$ cat src/rtl/mem_responder_if.sv
// Cache-request / RAM bus bundle for the shared-memory responder.
// slave = responder side, master = caches plus RAM model.
interface mem_responder_if #(parameter int NCPU = 2);
   logic [NCPU-1:0]      iREN;
   logic [32*NCPU-1:0]   iaddr;
   logic [NCPU-1:0]      iwait;
   logic [32*NCPU-1:0]   iload;
   logic [NCPU-1:0]      dREN;
   logic [NCPU-1:0]      dWEN;
   logic [32*NCPU-1:0]   daddr;
   logic [32*NCPU-1:0]   dstore;
   logic [NCPU-1:0]      dwait;
   logic [32*NCPU-1:0]   dload;
   logic                 ramREN;
   logic                 ramWEN;
   logic [31:0]          ramaddr;
   logic [31:0]          ramstore;
   logic [31:0]          ramload;
   logic [1:0]           ramstate;

   modport slave (
      input  iREN, iaddr, dREN, dWEN, daddr, dstore, ramload, ramstate,
      output iwait, iload, dwait, dload, ramREN, ramWEN, ramaddr, ramstore
   );

   modport master (
      output iREN, iaddr, dREN, dWEN, daddr, dstore, ramload, ramstate,
      input  iwait, iload, dwait, dload, ramREN, ramWEN, ramaddr, ramstore
   );
endinterface

$ cat src/rtl/mem_responder.sv
// Serves per-core icache/dcache word requests one at a time on a single RAM port.
//   state  | meaning
//   IDLE   | arbitrate pending requests, latch the winner, no strobes
//   ACCESS | drive RAM strobes from latched request until done/error/timeout/withdraw
module mem_responder #(
   parameter int NCPU    = 2,
   parameter int TIMEOUT = 64
) (
   input  logic            CLK,
   input  logic            RST,
   mem_responder_if.slave  bus,
   output logic [7:0]      errcnt
);
   typedef enum logic {IDLE, ACCESS} state_t;

   localparam int CW = (NCPU > 1) ? $clog2(NCPU) : 1;
   localparam int TW = $clog2(TIMEOUT) + 1;
   localparam logic [1:0] RAM_ACCESS = 2'd2;
   localparam logic [1:0] RAM_ERROR  = 2'd3;

   state_t              state, state_nxt;
   logic [CW-1:0]       core_q, rr_ptr;
   logic                src_d_q, wr_q;
   logic [31:0]         addr_q, data_q;
   logic [TW-1:0]       tmo_cnt;
   logic [32*NCPU-1:0]  iload_q, dload_q;

   logic [NCPU-1:0]     dreq;
   logic [CW:0]         cand;
   logic                arb_valid, arb_d, arb_w;
   logic [CW-1:0]       arb_core;
   logic [31:0]         arb_addr, arb_data;
   logic                req_held, done, abort_err, abort_wd;

   assign dreq = bus.dREN | bus.dWEN;

   // dcache round-robin from rr_ptr first, then icache fixed lowest-index
   always_comb begin
      arb_valid = 1'b0;
      arb_d     = 1'b0;
      arb_w     = 1'b0;
      arb_core  = '0;
      cand      = '0;
      for (int i = 0; i < NCPU; i++) begin
         cand = {1'b0, rr_ptr} + (CW+1)'(i);
         if (cand >= (CW+1)'(NCPU))
            cand = cand - (CW+1)'(NCPU);
         if (!arb_valid && dreq[cand[CW-1:0]]) begin
            arb_valid = 1'b1;
            arb_d     = 1'b1;
            arb_core  = cand[CW-1:0];
            arb_w     = bus.dWEN[cand[CW-1:0]];
         end
      end
      for (int i = 0; i < NCPU; i++) begin
         if (!arb_valid && bus.iREN[i]) begin
            arb_valid = 1'b1;
            arb_core  = CW'(i);
         end
      end
      arb_addr = arb_d ? bus.daddr[32*arb_core +: 32] : bus.iaddr[32*arb_core +: 32];
      arb_data = arb_d ? bus.dstore[32*arb_core +: 32] : 32'd0;
   end

   assign req_held  = src_d_q ? dreq[core_q] : bus.iREN[core_q];
   assign abort_wd  = (state == ACCESS) && !req_held;
   assign abort_err = (state == ACCESS) && req_held &&
                      ((bus.ramstate == RAM_ERROR) ||
                       ((bus.ramstate != RAM_ACCESS) && (tmo_cnt == TW'(TIMEOUT-1))));
   // a reset cycle never acknowledges, even if RAM answers
   assign done      = (state == ACCESS) && req_held && (bus.ramstate == RAM_ACCESS) && !RST;

   always_ff @(posedge CLK) begin
      if (RST) state <= IDLE;
      else     state <= state_nxt;
   end

   always_comb begin
      state_nxt = state;
      case (state)
         IDLE:    if (arb_valid) state_nxt = ACCESS;
         ACCESS:  if (done || abort_err || abort_wd) state_nxt = IDLE;
         default: state_nxt = IDLE;
      endcase
   end

   always_comb begin
      bus.iwait = '1;
      bus.dwait = '1;
      bus.iload = iload_q;
      bus.dload = dload_q;
      if (done) begin
         if (src_d_q) begin
            bus.dwait[core_q] = 1'b0;
            if (!wr_q) bus.dload[32*core_q +: 32] = bus.ramload;
         end else begin
            bus.iwait[core_q] = 1'b0;
            if (!wr_q) bus.iload[32*core_q +: 32] = bus.ramload;
         end
      end
   end

   assign bus.ramREN   = (state == ACCESS) && !wr_q;
   assign bus.ramWEN   = (state == ACCESS) && wr_q;
   assign bus.ramaddr  = (state == ACCESS) ? addr_q : 32'd0;
   assign bus.ramstore = ((state == ACCESS) && wr_q) ? data_q : 32'd0;

   always_ff @(posedge CLK) begin
      if (RST) begin
         core_q  <= '0;
         rr_ptr  <= '0;
         src_d_q <= 1'b0;
         wr_q    <= 1'b0;
         addr_q  <= '0;
         data_q  <= '0;
         tmo_cnt <= '0;
         errcnt  <= '0;
         iload_q <= '0;
         dload_q <= '0;
      end else begin
         if (state == IDLE && arb_valid) begin
            core_q  <= arb_core;
            src_d_q <= arb_d;
            wr_q    <= arb_w;
            addr_q  <= arb_addr;
            data_q  <= arb_data;
            tmo_cnt <= '0;
         end else if (state == ACCESS) begin
            tmo_cnt <= tmo_cnt + TW'(1);
         end
         if (done) begin
            iload_q <= bus.iload;
            dload_q <= bus.dload;
            if (src_d_q)
               rr_ptr <= (core_q == CW'(NCPU-1)) ? '0 : core_q + CW'(1);
         end
         if (abort_err && errcnt != 8'hFF)
            errcnt <= errcnt + 8'd1;
      end
   end
endmodule

$ cat src/flat_wrapper.sv
// flat-port wrapper written by rule: the top's interface ports become plain ports
module mem_responder_flat 
#(
   parameter int NCPU    = 2,
   parameter int TIMEOUT = 64
)
  (CLK, RST, errcnt, bus_iREN, bus_iaddr, bus_dREN, bus_dWEN, bus_daddr, bus_dstore, bus_ramload, bus_ramstate, bus_iwait, bus_iload, bus_dwait, bus_dload, bus_ramREN, bus_ramWEN, bus_ramaddr, bus_ramstore);
  mem_responder_if #(.NCPU(NCPU)) bus_i ();
  input  logic CLK;
  input  logic RST;
  output logic [7:0] errcnt;
  input wire logic [$bits(bus_i.iREN)-1:0] bus_iREN;
  input wire logic [$bits(bus_i.iaddr)-1:0] bus_iaddr;
  input wire logic [$bits(bus_i.dREN)-1:0] bus_dREN;
  input wire logic [$bits(bus_i.dWEN)-1:0] bus_dWEN;
  input wire logic [$bits(bus_i.daddr)-1:0] bus_daddr;
  input wire logic [$bits(bus_i.dstore)-1:0] bus_dstore;
  input wire logic [$bits(bus_i.ramload)-1:0] bus_ramload;
  input wire logic [$bits(bus_i.ramstate)-1:0] bus_ramstate;
  output wire logic [$bits(bus_i.iwait)-1:0] bus_iwait;
  output wire logic [$bits(bus_i.iload)-1:0] bus_iload;
  output wire logic [$bits(bus_i.dwait)-1:0] bus_dwait;
  output wire logic [$bits(bus_i.dload)-1:0] bus_dload;
  output wire logic [$bits(bus_i.ramREN)-1:0] bus_ramREN;
  output wire logic [$bits(bus_i.ramWEN)-1:0] bus_ramWEN;
  output wire logic [$bits(bus_i.ramaddr)-1:0] bus_ramaddr;
  output wire logic [$bits(bus_i.ramstore)-1:0] bus_ramstore;
  assign bus_i.iREN = bus_iREN;
  assign bus_i.iaddr = bus_iaddr;
  assign bus_i.dREN = bus_dREN;
  assign bus_i.dWEN = bus_dWEN;
  assign bus_i.daddr = bus_daddr;
  assign bus_i.dstore = bus_dstore;
  assign bus_i.ramload = bus_ramload;
  assign bus_i.ramstate = bus_ramstate;
  assign bus_iwait = bus_i.iwait;
  assign bus_iload = bus_i.iload;
  assign bus_dwait = bus_i.dwait;
  assign bus_dload = bus_i.dload;
  assign bus_ramREN = bus_i.ramREN;
  assign bus_ramWEN = bus_i.ramWEN;
  assign bus_ramaddr = bus_i.ramaddr;
  assign bus_ramstore = bus_i.ramstore;
  mem_responder #(.NCPU(NCPU), .TIMEOUT(TIMEOUT)) u_core (.CLK(CLK), .RST(RST), .bus(bus_i), .errcnt(errcnt));
endmodule
$ cat config.mk
export PLATFORM = sky130hd
export DESIGN_NAME = mem_responder_flat
export DESIGN_NICKNAME = d
export VERILOG_FILES = /design/src/rtl/mem_responder_if.sv /design/src/rtl/mem_responder.sv /design/src/flat_wrapper.sv
export SDC_FILE = /design/constraint.sdc
export NUM_CORES = 1
export LEC_CHECK = 0
export ABC_CLOCK_PERIOD_IN_PS = 2000
export CORE_MARGIN = 2
export CORE_UTILIZATION = 30
export DETAILED_ROUTE_END_ITERATION = 12
export MAX_ROUTING_LAYER = met4
export PLACE_DENSITY = 0.63
export SYNTH_ARGS = -nofsm -noshare
export SYNTH_HDL_FRONTEND = slang
export SYNTH_SLANG_ARGS = --single-unit
$ cat constraint.sdc
create_clock -name CLK -period 2 [get_ports CLK]
set_input_delay 0.3 -clock CLK [delete_from_list [all_inputs] [get_ports CLK]]
set_output_delay 0.3 -clock CLK [all_outputs]
set_load 0.05 [all_outputs]
==> flow_metrics.tcl <==
set metrics [dict create \
    crit_required_ps 1700 \
    powerDensity_nw_per_um2 587 \
    ys_ff_latch 212 \
    synthTopCellsByArea "dfxtp_1 42%, nand2_1 8.7%, a22o_1 8.6%" \
    syn-instance-count 1085 \
    synthMuxAreaShare_pct 15.5 \
    place_hpwl_microns 28200 \
    wl_microns 41900 \
    seqPwrFrac_pct 39.7 \
    hp-class "primary input to flop" \
    total_power_mw 11.2 \
    yosysTopAreaCell "dfxtp_1" \
    final_core_util_pct 58.6 \
    io_buffers 439 \
    setup_slack_ps -703 \
    path_class "flop to primary output" \
    place_ws_ps -728 \
    worstPathArrival_ps 2400 \
    synth_compound_area_share_pct 19.9 \
    hold_viol 0 \
    p_switching_mw 3.02 \
    die_x_microns 187 \
    synthAdderAreaFrac_pct 0.250 \
    syn_to_final_growth_pct 91.2 \
    p_leak_nw 8.05 \
    comb_power_share_pct 20.7 \
    path_clk_slew_ps 60 \
    place_inst 1989 \
    nets 1856 \
    timing.setup.tns_ps -75290 \
    failed_checks "setup timing" \
    syn_area_per_cell_sq_um 9.23 \
    synthFlopType "dfxtp_1" \
    gp_congestion 0.889 \
    grt_pass1_wl_microns 61600 \
    instances_no_fill 2080 \
    yosysUniqueCellTypes 51 \
    max-slew-margin-rel_pct 50.8 \
    grt.total_usage_pct 23.2 \
    p_int_mw 8.23 \
    drt_iter0_drc 398 \
    stdcell_area_sq_um 19200 \
    cts.sinks 212 \
    vias_per_cell 4.97 \
    cp-end-kind "primary output" \
    worst_slew_pin_slew_ps 737 \
    cts_hold_buf 0 \
    htreeDepth 1 \
    cap_violations 0 \
    ios 440 \
    worst-path-max-fanout 5 \
    cts_made_buffers 25 \
    switching_share_pct 26.9 \
    synth_nets 1321 \
    fmaxAchievable_mhz 370 \
    grt_overflow_total 0 \
    dr.pass1.iters 5 \
    core.rowCount 66 \
    start_util_pct 30.6 \
    drive_gt1_share_pct 40.0 \
    die_area_sq_um 34900 \
    netlist_area_sq_um 10000 \
    antenna_found_initial 2 \
    whs_ps 245 \
    drv_slew 0 \
    grt_max_degree 51 \
    synthSimpleGateAreaFrac_pct 16.9 \
    wire_per_inst_microns 20.2 \
    synth_xor_area_share_pct 0.524 \
    finalClockSkew_ps 29.7 \
    synth_top_family_by_area "compound AO/OA/AOI/OAI gates" \
    fin_crit_sh_pct 135 \
    start_kind "flop" \
    cts_max_path_buffers 3 \
    postRouteAntennaNets 0 \
    synth_common_cells "232 x nand2_1, 212 x dfxtp_1, 98 x a22o_1" \
    synthArstFlopShare_pct 0 \
    holdCritStartpoint "bus_ramstate[1]" \
    cts_tree "built" \
    clk_latency_ps 540 \
    period_minus_slack_ps 2700 \
    core_sq_um 32700 \
    max-vdd-ir-drop_mv 0.567 \
    yosys_warnings 0 \
    die_y_microns 187 \
    yosysMostFrequentCell "nand2_1" \
    status "finished, violations left" \
    setup_viol 157 \
    yosysTopAreaCellShare_pct 42.4 \
    clkPwrFrac_pct 39.6 \
    rr_startpoint "u_core.core_q" \
    cp-startpoint "u_core.core_q" \
    synth_edf_count 0 \
    yosysSeqAreaShare_pct 42.4 \
    vias 10300 \
    dpl_cell_area_sq_um 16700 \
    rsz0062_at_grt "true" \
    cts-root-buf "clkbuf_16" \
    grt_pass1_vias 10400 \
    drcViolationCount 0 \
]
state kept, by name (all words and copies together), names as in the netlist:
name            cells
u_core.addr_q      32
u_core.core_q       1
u_core.data_q      32
u_core.dload_q     64
u_core.errcnt       8
u_core.iload_q     64
u_core.rr_ptr       1
u_core.src_d_q      1
u_core.state        1
u_core.tmo_cnt      7
u_core.wr_q         1
cells by family (layout without fill, tap and decap cells):
kind of cell | Yosys count | after routing
AOI/OAI and AO/OA | 282 | 283
other | 0 | 1
DFF | 212 | 212
and+or+nand+nor | 363 | 364
muxes | 132 | 132
xor gates and xnor gates | 6 | 6
adders and majority gates | 2 | 2
buffers and inverters | 88 | 638
cell type report:
type / instances / area (sq um)
fill: 2745 / 13500
inverter: 2 / 10.0
tap: 442 / 553
antenna: 1 / 2.50
sequential: 212 / 4250
timing repair buffer: 592 / 7450
multi-input combinational: 787 / 6110
clock buffer: 40 / 732
clock inverter: 4 / 48.8
layout by cell type (no fill, tap or decap), types with 4 or more instances in the layout:
cell type,count
buf_12,132
o21ai_1,19
mux2i_1,34
nand2_4,5
o22ai_1,32
nor2_1,18
dlygate4sd2_1,5
o21ai_0,49
and3_1,32
clkdlybuf4s50_1,230
clkbuf_8,5
a22o_1,98
nand3_1,9
and2_4,26
buf_6,97
a21oi_1,35
clkbuf_1,10
buf_4,91
clkbuf_16,27
nand2_1,166
a31o_2,28
bufbuf_16,4
buf_16,4
buf_8,26
nand2_2,61
dfxtp_1,209
and2_1,7
mux2_4,95
layer usage:
layer | GRT usage (%) | vias up | share of wire (%)
li1 | - | 4978 | -
met1 | 25.7 | 4929 | 39
met2 | 42.9 | 369 | 53
met3 | 3.67 | 57 | 5.6
met4 | 6.01 | 0 | 2.3
met5 | - | - | 0
critical path, cell delays in order, from the launching register on:
cell and delay (ps):
dfxtp_2 340, mux2_4 320, o211a_4 260, and3b_2 330
buf_6 170, mux2_4 300, buf_6 150
worst paths after layout:
path	endpoint	slack, ps	depth (start not counted)
min	u_core.state	250	3
min reg2reg	u_core.data_q[31]	440	2
max reg2reg	u_core.errcnt[5]	-60	8
max	bus_dload[16]	-700	6
repair_timing:
item                                    4_1_cts  5_1_grt
setup buffers                                32        7
endpoints found under the setup margin      199      208
pin swaps                                    14       14
gates cloned                                 15        3
resized for setup                           225       95
power by group through the flow:
stage               Clock (mW)  Sequential (mW)  Combinational [mW]
finish                    4.45             4.47                2.33
CTS                       4.56             4.46                2.26
detailed placement           0             4.55                2.10
floorplan                    0             4.54               0.886
global route              4.72             4.48                2.46
global placement             0             4.55                2.09
Note: power is estimated with default switching activity, not from simulation.
